## src/rtl/bcd_time_counter.sv

```systemverilog
// bcd_time_counter: two-field MM:SS BCD counter for the stopwatch datapath.
// Advances only on single-cycle enable strobes in the in_clock domain:
//   run mode    - in_tick counts seconds with carry into minutes, pulsing out_wrap
//                 when the minutes field rolls over
//   adjust mode - in_tick_adj steps the selected field alone, with no carry
// in_pause toggles the pause state; in_clear is a synchronous clear.
// Optional feature macro: COUNTDOWN_EN enables down counting through in_down,
// a sticky out_done flag and an automatic stop when the count reaches 00:00.
// When COUNTDOWN_EN is undefined, in_down is ignored and out_done is held at 0.
`timescale 1ns/1ps

module bcd_time_counter #(
  parameter int SEC_MAX   = 59,
  parameter int MIN_MAX   = 99,
  parameter bit PAUSE_RST = 1'b0
) (
  input  logic       in_clock,
  input  logic       in_reset,
  input  logic       in_tick,
  input  logic       in_tick_adj,
  input  logic       in_clear,
  input  logic       in_pause,
  input  logic       in_adjust,
  input  logic       in_select,
  input  logic       in_down,
  output logic [3:0] out_sec0,
  output logic [3:0] out_sec1,
  output logic [3:0] out_min0,
  output logic [3:0] out_min1,
  output logic       out_paused,
  output logic       out_wrap,
  output logic       out_done
);

  // One BCD field: a tens digit and a ones digit.
  typedef struct packed {
    logic [3:0] tens;
    logic [3:0] ones;
  } field_t;

  localparam field_t SEC_TOP = '{tens: 4'(SEC_MAX / 10), ones: 4'(SEC_MAX % 10)};
  localparam field_t MIN_TOP = '{tens: 4'(MIN_MAX / 10), ones: 4'(MIN_MAX % 10)};
  localparam field_t F_ZERO  = '{tens: 4'd0, ones: 4'd0};
  localparam field_t F_ONE   = '{tens: 4'd0, ones: 4'd1};

  // Step a field up by one. The terminal value wraps to 00, so the field
  // can never go above top.
  function automatic field_t f_inc(input field_t f, input field_t top);
    field_t r;
    r = f;
    if (f == top) begin
      r = F_ZERO;
    end else if (f.ones == 4'd9) begin
      r.tens = f.tens + 4'd1;
      r.ones = 4'd0;
    end else begin
      r.ones = f.ones + 4'd1;
    end
    return r;
  endfunction

  // Step a field down by one. 00 wraps to the terminal value.
  function automatic field_t f_dec(input field_t f, input field_t top);
    field_t r;
    r = f;
    if (f == F_ZERO) begin
      r = top;
    end else if (f.ones == 4'd0) begin
      r.tens = f.tens - 4'd1;
      r.ones = 4'd9;
    end else begin
      r.ones = f.ones - 4'd1;
    end
    return r;
  endfunction

  field_t sec_q, min_q;
  field_t sec_n, min_n;
  logic   paused_n, wrap_n;
  logic   down, run_step, adj_step, done_lock;
  logic   done_q;

`ifdef COUNTDOWN_EN
  logic   done_n;
  logic   adj_q;   // in_adjust from the previous edge, used to detect entry into adjust mode
  assign down      = in_down;
  assign done_lock = done_q & out_paused;
`else
  // in_down is read but has no effect: the counter only counts up.
  assign down      = in_down & 1'b0;
  assign done_q    = 1'b0;
  assign done_lock = 1'b0;
`endif

  // A run tick only counts in run mode, when running and not finished.
  // An adjust tick works in adjust mode even while paused.
  assign run_step = ~in_adjust & in_tick & ~out_paused & ~done_q;
  assign adj_step =  in_adjust & in_tick_adj;

  // Next-state logic. Priority: clear, then the count or adjust step.
  // The pause toggle is evaluated on every edge.
  always_comb begin
    sec_n    = sec_q;
    min_n    = min_q;
    paused_n = out_paused;
    wrap_n   = 1'b0;
`ifdef COUNTDOWN_EN
    done_n   = done_q;
`endif
    // A finished countdown cannot be unpaused with the pause pulse.
    if (in_pause && !done_lock) paused_n = ~out_paused;

    if (adj_step) begin
      if (in_select) sec_n = down ? f_dec(sec_q, SEC_TOP) : f_inc(sec_q, SEC_TOP);
      else           min_n = down ? f_dec(min_q, MIN_TOP) : f_inc(min_q, MIN_TOP);
    end else if (run_step) begin
      if (down) begin
        sec_n = f_dec(sec_q, SEC_TOP);
        if (sec_q == F_ZERO) min_n = f_dec(min_q, MIN_TOP);
`ifdef COUNTDOWN_EN
        // 00:01 -> 00:00 finishes the countdown. The forced pause
        // overrides any toggle on this same edge.
        if (min_q == F_ZERO && sec_q == F_ONE) begin
          done_n   = 1'b1;
          paused_n = 1'b1;
        end
`endif
      end else begin
        sec_n = f_inc(sec_q, SEC_TOP);
        if (sec_q == SEC_TOP) begin
          min_n = f_inc(min_q, MIN_TOP);
          if (min_q == MIN_TOP) wrap_n = 1'b1;
        end
      end
    end

`ifdef COUNTDOWN_EN
    // Entering adjust mode releases a finished countdown.
    if (in_adjust && !adj_q) done_n = 1'b0;
`endif

    // Clear overrides everything, including the pause toggle.
    if (in_clear) begin
      sec_n    = F_ZERO;
      min_n    = F_ZERO;
      paused_n = PAUSE_RST;
      wrap_n   = 1'b0;
`ifdef COUNTDOWN_EN
      done_n   = 1'b0;
`endif
    end
  end

  // State and output registers, with asynchronous reset.
  always_ff @(posedge in_clock or posedge in_reset) begin
    if (in_reset) begin
      sec_q      <= F_ZERO;
      min_q      <= F_ZERO;
      out_paused <= PAUSE_RST;
      out_wrap   <= 1'b0;
`ifdef COUNTDOWN_EN
      done_q     <= 1'b0;
      adj_q      <= 1'b0;
`endif
    end else begin
      sec_q      <= sec_n;
      min_q      <= min_n;
      out_paused <= paused_n;
      out_wrap   <= wrap_n;
`ifdef COUNTDOWN_EN
      done_q     <= done_n;
      adj_q      <= in_adjust;
`endif
    end
  end

  assign out_sec0 = sec_q.ones;
  assign out_sec1 = sec_q.tens;
  assign out_min0 = min_q.ones;
  assign out_min1 = min_q.tens;
  assign out_done = done_q;

endmodule
```

## config.mk

```make
export PLATFORM = sky130hd
export DESIGN_NAME = bcd_time_counter
export DESIGN_NICKNAME = d
export VERILOG_FILES = /design/src/rtl/bcd_time_counter.sv
export SDC_FILE = /design/constraint.sdc
export NUM_CORES = 1
export LEC_CHECK = 0
export ABC_CLOCK_PERIOD_IN_PS = 4600
export CAP_MARGIN = 20
export CORE_UTILIZATION = 51
export DETAILED_ROUTE_END_ITERATION = 7
export HOLD_SLACK_MARGIN = 0.06
export MAX_ROUTING_LAYER = met4
export PLACE_DENSITY_LB_ADDON = 0.3
export SYNTH_ARGS = -nofsm -noshare
export SYNTH_HDL_FRONTEND = slang
export SYNTH_SLANG_ARGS = --single-unit
```

## constraint.sdc

```tcl
create_clock -name in_clock -period 4.6 [get_ports in_clock]
set_clock_uncertainty 0.15 [all_clocks]
set_input_delay 0.46 -clock in_clock [delete_from_list [all_inputs] [get_ports in_clock]]
set_output_delay 0.46 -clock in_clock [all_outputs]
set_load 0.05 [all_outputs]
```

==> run summary, run 1 <==
The run finished with clean final reports. The largest net degree at the start of global routing came out at 20. The number of synthesized flops with an enable pin is 0. The first global-routing pass estimated between 3000 and 4000 um of wire.

The storage element area came out at approximately 450 um^2. The clock buffer count from CTS came out at 3. The global router's overall resource usage is 21.7%. The worst setup path is of the input pin to flip-flop kind. The finished cells cover 1340 um^2. The worst hold slack came out at about 0.38 ns. The worst register-to-register path has a setup slack of approximately 2.4 ns.

In this run the horizontal extent of the chip is about 48 um. The proportion of synthesized chip area in sequential cells came out at 42.6%. The shortest clock period the worst path allows after layout came out at between 2 and 2.5 ns. Setup repair after global routing left no endpoint under its margin. The post-synthesis cell area is 1060 um^2. The tightest min-delay check is of the flip-flop to flip-flop type.

The number of nets with antenna violations after detailed routing is 0. Setup violations remaining at the end of the flow were counted as 0. Counting flops and latches in the post-synthesis netlist gives 18. For the worst setup path, the data required time is roughly 4.7 ns. The fraction of final layout cells with drive strength greater than 1 came out at around 3.6%. The via density per instance is between 5 and 6.

The number of max-capacitance violations reported came out at 0. The final count of pins violating max slew is 0. The hold violation count in the final report is 0. The count of clock tree sinks came out at 18. During synthesis, Yosys emitted a total of 0 warnings.

The dominant synthesized flop cell is sky130_fd_sc_hd__dfrtp_1. The total power divided by cell area is between 200 and 250 nW/um^2. The worst setup path is captured at a flip-flop. The violation count after the first detailed-routing iteration came out at 23.

The number of placed I/O pins came out at 28. The area of the die is 2260 um^2. The HPWL after detailed placement came out at around 1600 um. The routed length per instance came out at roughly 13 um. The number of antenna violations at the first check in global routing came to 0. The tree is rooted in a sky130_fd_sc_hd__clkbuf_4. Static timing analysis puts the maximum clock frequency at 0.411 GHz. The clock insertion delay at the later pin of the skew report is slightly below 0.3 ns. The core outline area came out at 1960 um^2.

The total overflow left after global routing is 0. The post-CTS resize count came out at 0. The number of placement rows is 16. The share of the core filled with cells came out at slightly below 70%. The multi-input combinational cells in the finished layout cover a total of about 550 um^2. The effective utilization at floorplan is a little over half. The buffer levels on the longest clock path is 2. STA classifies the critical path startpoint as an input pin. The final routed wirelength across all metal layers is about 2200 um. The placed standard-cell area came out at around 1300 um^2. The number of setup buffers added after CTS is 0.

For this design, the CTS-stage hold fixing added 0 buffers. The sum of negative setup slack is 0 ns. The static leakage is roughly 0.55 nW. The final critical-path setup slack came out at approximately 2.2 ns. Across the VDD grid, the largest voltage drop is between 0.2 and 0.25 mV.

Before antenna repair, the detailed router went through 4 iterations. The largest fanout of any net on the critical path is 12. The worst max-slew margin expressed relative to the limit is between 50% and 60%. The per-instance average area after synthesis is around 9.3 um^2.

The final worst-path cycle share is approximately 53%. After clock tree synthesis, the clock-pin slew on the worst setup and hold paths is roughly 0.10 ns. TritonCTS built the clock tree. The DRC violations left is 0. The via count of the first global-routing pass is between 800 and 900. The count of input and output buffers came out at 25. The vertical die dimension came out at about 48 um. The filler cell count is 179. For the pin with the worst max-slew slack, the measured transition is a little under 0.7 ns. The share of async-settable or async-resettable flops after synthesis is 100%. Relative to the synthesized area, the layout overhead comes to 26.5%. The pre-CTS setup slack came out at 1.86 ns. The number of nets in the layout is 153. Data arrives at the worst endpoint at 2.49 ns.

Detailed routing inserted a total of 935 vias. After synthesis, the netlist uses 38 different library cells. Routability-driven placement finished with a final weighted congestion of 0.894. The post-synth net total is 127. The instance count of the mapped netlist came out at about 110.

The number of antenna diodes in the final layout is 0. The H-tree level count came out at 1.
[area by class of cell]
| class | instances | area share [%] |
|---|---|---|
| clock buffer | 3 | 1.68 |
| multi-input combinational | 84 | 41.2 |
| sequential | 18 | 33.7 |
| inverter | 8 | 2.25 |
| timing repair buffer | 25 | 18.7 |
| tap | 27 | 2.53 |
[kinds of logic (layout without fill, tap and decap cells)]
logic type,Yosys count,after routing,synth area share (%)
multiplexers,2,2,1.89
AO/OA/AOI/OAI,29,29,16.6
AND/OR/NAND/NOR,45,45,26.0
XOR/XNOR,3,3,2.49
flip-flops,18,18,42.6
adder cells (fa/ha/maj),4,4,4.73
buffers and inverters,12,36,5.33
other,1,1,0.355
[through the flow]
| step | instances | total power, mW |
|---|---|---|
| 2_1_floorplan | 114 | 0.196 |
| 3_3_place_gp | 162 | 0.210 |
| 3_5_place_dp | 162 | 0.211 |
| 4_1_cts | 165 | 0.286 |
| 5_1_grt | 165 | 0.302 |
| 6_report | 165 | 0.285 |
[registers in the layout, summed over array words and instances (netlist names)]
signal	count
out_sec1	4
out_sec0	4
out_min0	4
out_paused	1
out_wrap	1
out_min1	4
[routing by layer]
layer | vias to the layer above | track usage [%] | wire length, um
met1 | 445 | 28.1 | 1010
li1 | 462 | - | -
met2 | 24 | 33.4 | 1040
met3 | 4 | 4.53 | 93
met5 | - | - | 0
met4 | 0 | 8.33 | 21
[layout by cell type (no fill, tap or decap), drive strengths merged]
cell type	n
nand4b	1
a21oi	8
nand3b	3
or3	3
nand4bb	1
clkbuf	3
a2111oi	1
or3b	2
or4	3
nand3	5
a311oi	2
o31ai	1
and3b	2
nor2	11
o31a	2
nand4	1
a31oi	1
mux2i	2
clkdlybuf4s50	25
nand2	4
conb	1
nor4bb	1
nor3b	1
o21ai	12
a41o	1
xnor2	3
and3	1
dfrtp	18
inv	8
nor2b	4
and4bb	1
o211ai	1
ha	4
nor3	1
[worst max-delay path, stage by stage]
cell and delay (ns):
sky130_fd_sc_hd__clkdlybuf4s50_1 0.48, sky130_fd_sc_hd__or3b_4 0.42, sky130_fd_sc_hd__o31a_1 0.44, sky130_fd_sc_hd__or4_1 0.50
sky130_fd_sc_hd__a31oi_1 0.18
[power by group]
group | leakage [nW] | internal [mW] | switching [mW] | total, mW
sequential | 0.249 | 0.161 | 0.00429 | 0.165
clock | 0.0138 | 0.0305 | 0.0468 | 0.0773
combinational | 0.287 | 0.0160 | 0.0264 | 0.0424
[cell usage after synthesis (all sizes together) (3+ instances only)]
library cell | n | area, um^2
ha | 4 | 50.1
nand3 | 5 | 25.0
nand2 | 4 | 15.0
or4 | 3 | 22.5
nand3b | 3 | 22.5
or3 | 3 | 18.8
nor2b | 4 | 25.0
xnor2 | 3 | 26.3
dfrtp | 18 | 450
buf | 3 | 22.5
inv | 8 | 30.0
nor2 | 11 | 41.3
a21oi | 8 | 40.0
o21ai | 12 | 60.1
[worst paths after layout]
| kind | start | end | cells after the start |
|---|---|---|---|
| min reg2reg | out_min1[3] | out_min1[3] | 1 |
| max | in_adjust | out_min0[3] | 5 |
| max in group asynchronous | in_reset | out_sec0[3] | 2 |
| min | out_min1[3] | out_min1[3] | 1 |
| max reg2reg | out_paused | out_min0[3] | 4 |
| min in group asynchronous | in_reset | out_min0[2] | 2 |
Power figures use the tool's default switching activity.
==> run 2, diff against run 1 <==
ABC_CLOCK_PERIOD_IN_PS = 2000   (was 4600)
CORE_UTILIZATION = 43   (was 51)
clock period = 2 ns   (was 4.6 ns; I/O delays follow)
==> run summary, run 2 (synthesis results as in run 1) <==
The combined area of the multi-input logic cells came out at 563 um^2. The DRC violations left came out at 0. Prior to clock tree synthesis, the placed netlist has a worst setup slack of -0.276 ns. The filler cell count came out at between 150 and 200.

The sequential cell fraction of total power is 51.5%. Net switching is 27.3% of the power. The tightest hold path in the finished design has a slack of between 0.3 and 0.4 ns. The data required time of the critical path came out at ~2.1 ns.

The total power divided by cell area came out at 492 nW/um^2. The via count of the first global-routing pass is ~940. The number of antenna violations at the first check in global routing came out at 0. The number of max-capacitance violations reported is 0. The arrival time at the worst endpoint came out at between 2 and 2.5 ns.

The capturing instance or port of the critical path is out_min0[2]. The final design area excluding fillers is 1490 um^2. The cell sitting at the root of the clock tree is a sky130_fd_sc_hd__clkbuf_4. The core outline area came out at 2250 um^2.

In the global route stage, overall resource usage came out at approximately 23%. The antenna cell count came out at 0. The buffer levels on the longest clock path is 2. The shortest clock period the worst path allows after layout came out at a little over 2 ns. The count of nets left with antenna violations once routing finished came out at 0. In the layout the commonest cells are 20 x sky130_fd_sc_hd__clkdlybuf4s50_1, 15 x sky130_fd_sc_hd__dfrtp_1, 13 x sky130_fd_sc_hd__buf_4, 11 x sky130_fd_sc_hd__nor2_1. The checks that failed: negative setup slack. The net switching power figure is roughly 0.2 mW. The worst hold-check path type is input pin to flip-flop. The critical path is of the flip-flop to flip-flop type. In the final layout, the share of cells above drive strength 1 is roughly 17%. Dividing the detail-routed wire length by the instance count gives roughly 14 um.

The launching element of the worst setup path is out_paused. For this run, the detailed router's first-pass iteration total came to 4. TritonCTS created 3 clock buffers. The internal portion of total power is about 0.53 mW.

In this run the number of H-tree levels came out at 1. The run finished, with violations left. The HPWL after detailed placement came out at roughly 2000 um. The die is about 52 um wide. For this configuration, the core starts out at a cell density of 46.9%. The most common library cell in the layout ignoring fill and taps is sky130_fd_sc_hd__clkdlybuf4s50_1. The number of cells on the worst reg-to-reg path is 5. The worst voltage drop across the vdd grid is about 0.37 mV. The worst reg-to-reg setup slack is -0.01 ns. The startpoint identified for the worst register-to-register timing path is out_paused. The first global-routing pass estimated approximately 4400 um of wire. The largest fanout of any net on the critical path is 6. The hold violation count in the final report is 0. The total placed cells including tap cells came out at 175.

The area growth from synthesis to layout is 41.2%. The storage element area came out at around 450 um^2. The worst setup path is launched from a flip-flop. The peak per-stage delay on the critical path is 0.42 ns. The area of the die is between 2000 and 3000 um^2. For the pin with the worst max-slew slack, the measured transition is a little over 0.5 ns.

The number of standard cells in the final layout excluding fillers came out at approximately 180. After detailed placement, the total cell area comes to ~1400 um^2. The worst setup path is captured at a flip-flop.

The via density per instance came out at 5.62. Setup violations remaining at the end of the flow were counted as 1. The vertical die dimension came out at slightly above 50 um. Among cell families on the critical path, the largest total delay comes from simple AND/OR/NAND/NOR gates. The worst max-slew margin expressed relative to the limit is 64.9%.

The final count of pins violating max slew was 0. For the worst-skew pair, the clock arrives at the later sink with an insertion delay of 0.30 ns. The number of placement rows came out at 17. Once layout is complete, the utilization of the core stands at 66.2%. The count of input and output buffers came out at 25. The violation count after the first detailed-routing iteration is 16.

After clock tree synthesis, the clock-pin slew on the worst setup and hold paths is between 0.1 and 0.15 ns. The final critical-path setup slack came out at -0.0125 ns. The clock power share came out at approximately 32%. The total global routing overflow came out at 0. In this run the number of cells on the critical path is 5.

The final worst-path cycle share came out at 101%. The routed design has between 2000 and 3000 um of wire. The number of nets in the layout is approximately 170. The number of placed I/O pins is 28. The completed layout was analyzed and its total power is approximately 0.74 mW. Setup repair after global routing could not meet its margin everywhere. Entering global routing, the biggest net connects 19 pins. The buffers plus inverters on the worst setup path is 1. In this run the critical register-to-register path is captured at out_min0[2]. Static timing analysis puts the maximum clock frequency at between 0.4 and 0.5 GHz. The count of clock tree sinks is 18. The final RePlAce weighted congestion came out at 0.834. The static leakage is approximately 0.69 nW. The sum of negative setup slack came out at -0.0125 ns. TritonCTS built the clock tree.

The part of the power in combinational logic came out at 16.5%. The largest individual stage delay along the critical path comes from the cell sky130_fd_sc_hd__dfrtp_2. For this block, the via count after detailed routing is just over 1000.

Traced cell by cell, the critical path runs through or3b_4 > o31a_1 > buf_4 > or3_4 > a21oi_2.
run 2: cell types whose count changed in the layout (fill, tap and decap cells not counted), moves of 2 or more:
cell | previous run | this run
sky130_fd_sc_hd__buf_4 | 0 | 13
sky130_fd_sc_hd__clkdlybuf4s50_1 | 25 | 20
sky130_fd_sc_hd__dfrtp_1 | 18 | 15
sky130_fd_sc_hd__dfrtp_2 | 0 | 3
sky130_fd_sc_hd__dlymetal6s2s_1 | 0 | 3
sky130_fd_sc_hd__a21oi_1 | 8 | 6
sky130_fd_sc_hd__a21oi_2 | 0 | 2
sky130_fd_sc_hd__dlygate4sd2_1 | 0 | 2
run 2: what timing repair did:
item / in CTS / in global routing
hold buffers: 1 / 0
setup endpoints to repair: 4 / 7
gates resized for setup: 2 / 8
buffers inserted: 1 / 1
pin swaps: 0 / 4
hold endpoints to repair: 10 / 0
run 2: routing by layer:
layer,up-vias,global-route usage [%],share of wire [%]
li1,499,-,-
met1,502,28.7,45
met2,18,38.3,51
met4,0,8.11,1.1
met5,-,-,0
met3,4,2.63,2.3
run 2: how the worst min path moves through the flow:
stage | startpoint | end | slack, ns | cells past startpoint
3_5_place_dp | out_min1[3] | out_min1[3] | 0.38 | 1
6_report | in_pause | out_paused | 0.38 | 3
2_1_floorplan | in_reset | out_min0[0] | -0.01 | 1
5_1_grt | out_min1[3] | out_min1[3] | 0.43 | 1
4_1_cts | in_pause | out_paused | 0.40 | 3
3_3_place_gp | out_min1[3] | out_min1[3] | 0.36 | 1
run 2: cell type report:
type	instances	area share [%]
clock buffer	4	2.43
inverter	8	2.01
multi-input combinational	84	37.7
sequential	18	30.4
tap	28	2.35
timing repair buffer	40	25.1
run 2: worst min-delay path, stage by stage:
cell and delay (ns):
sky130_fd_sc_hd__clkdlybuf4s50_1 0.42, sky130_fd_sc_hd__xnor2_1 0.15, sky130_fd_sc_hd__nor2_1 0.04
run 2: power groups by stage:
stage	logic (mW)	registers [mW]	clock network, mW
after floorplan	0.0420	0.408	0
after global placement	0.113	0.385	0
after detailed placement	0.116	0.386	0
after CTS	0.119	0.379	0.238
after global routing	0.130	0.380	0.250
final	0.121	0.379	0.235
==> run 3, diff against run 2 <==
CTS_CLUSTER_SIZE = 25   (was not set)
==> results of run 3 <==
Same layout as run 2: the final DEF is identical, and so are final timing and power.
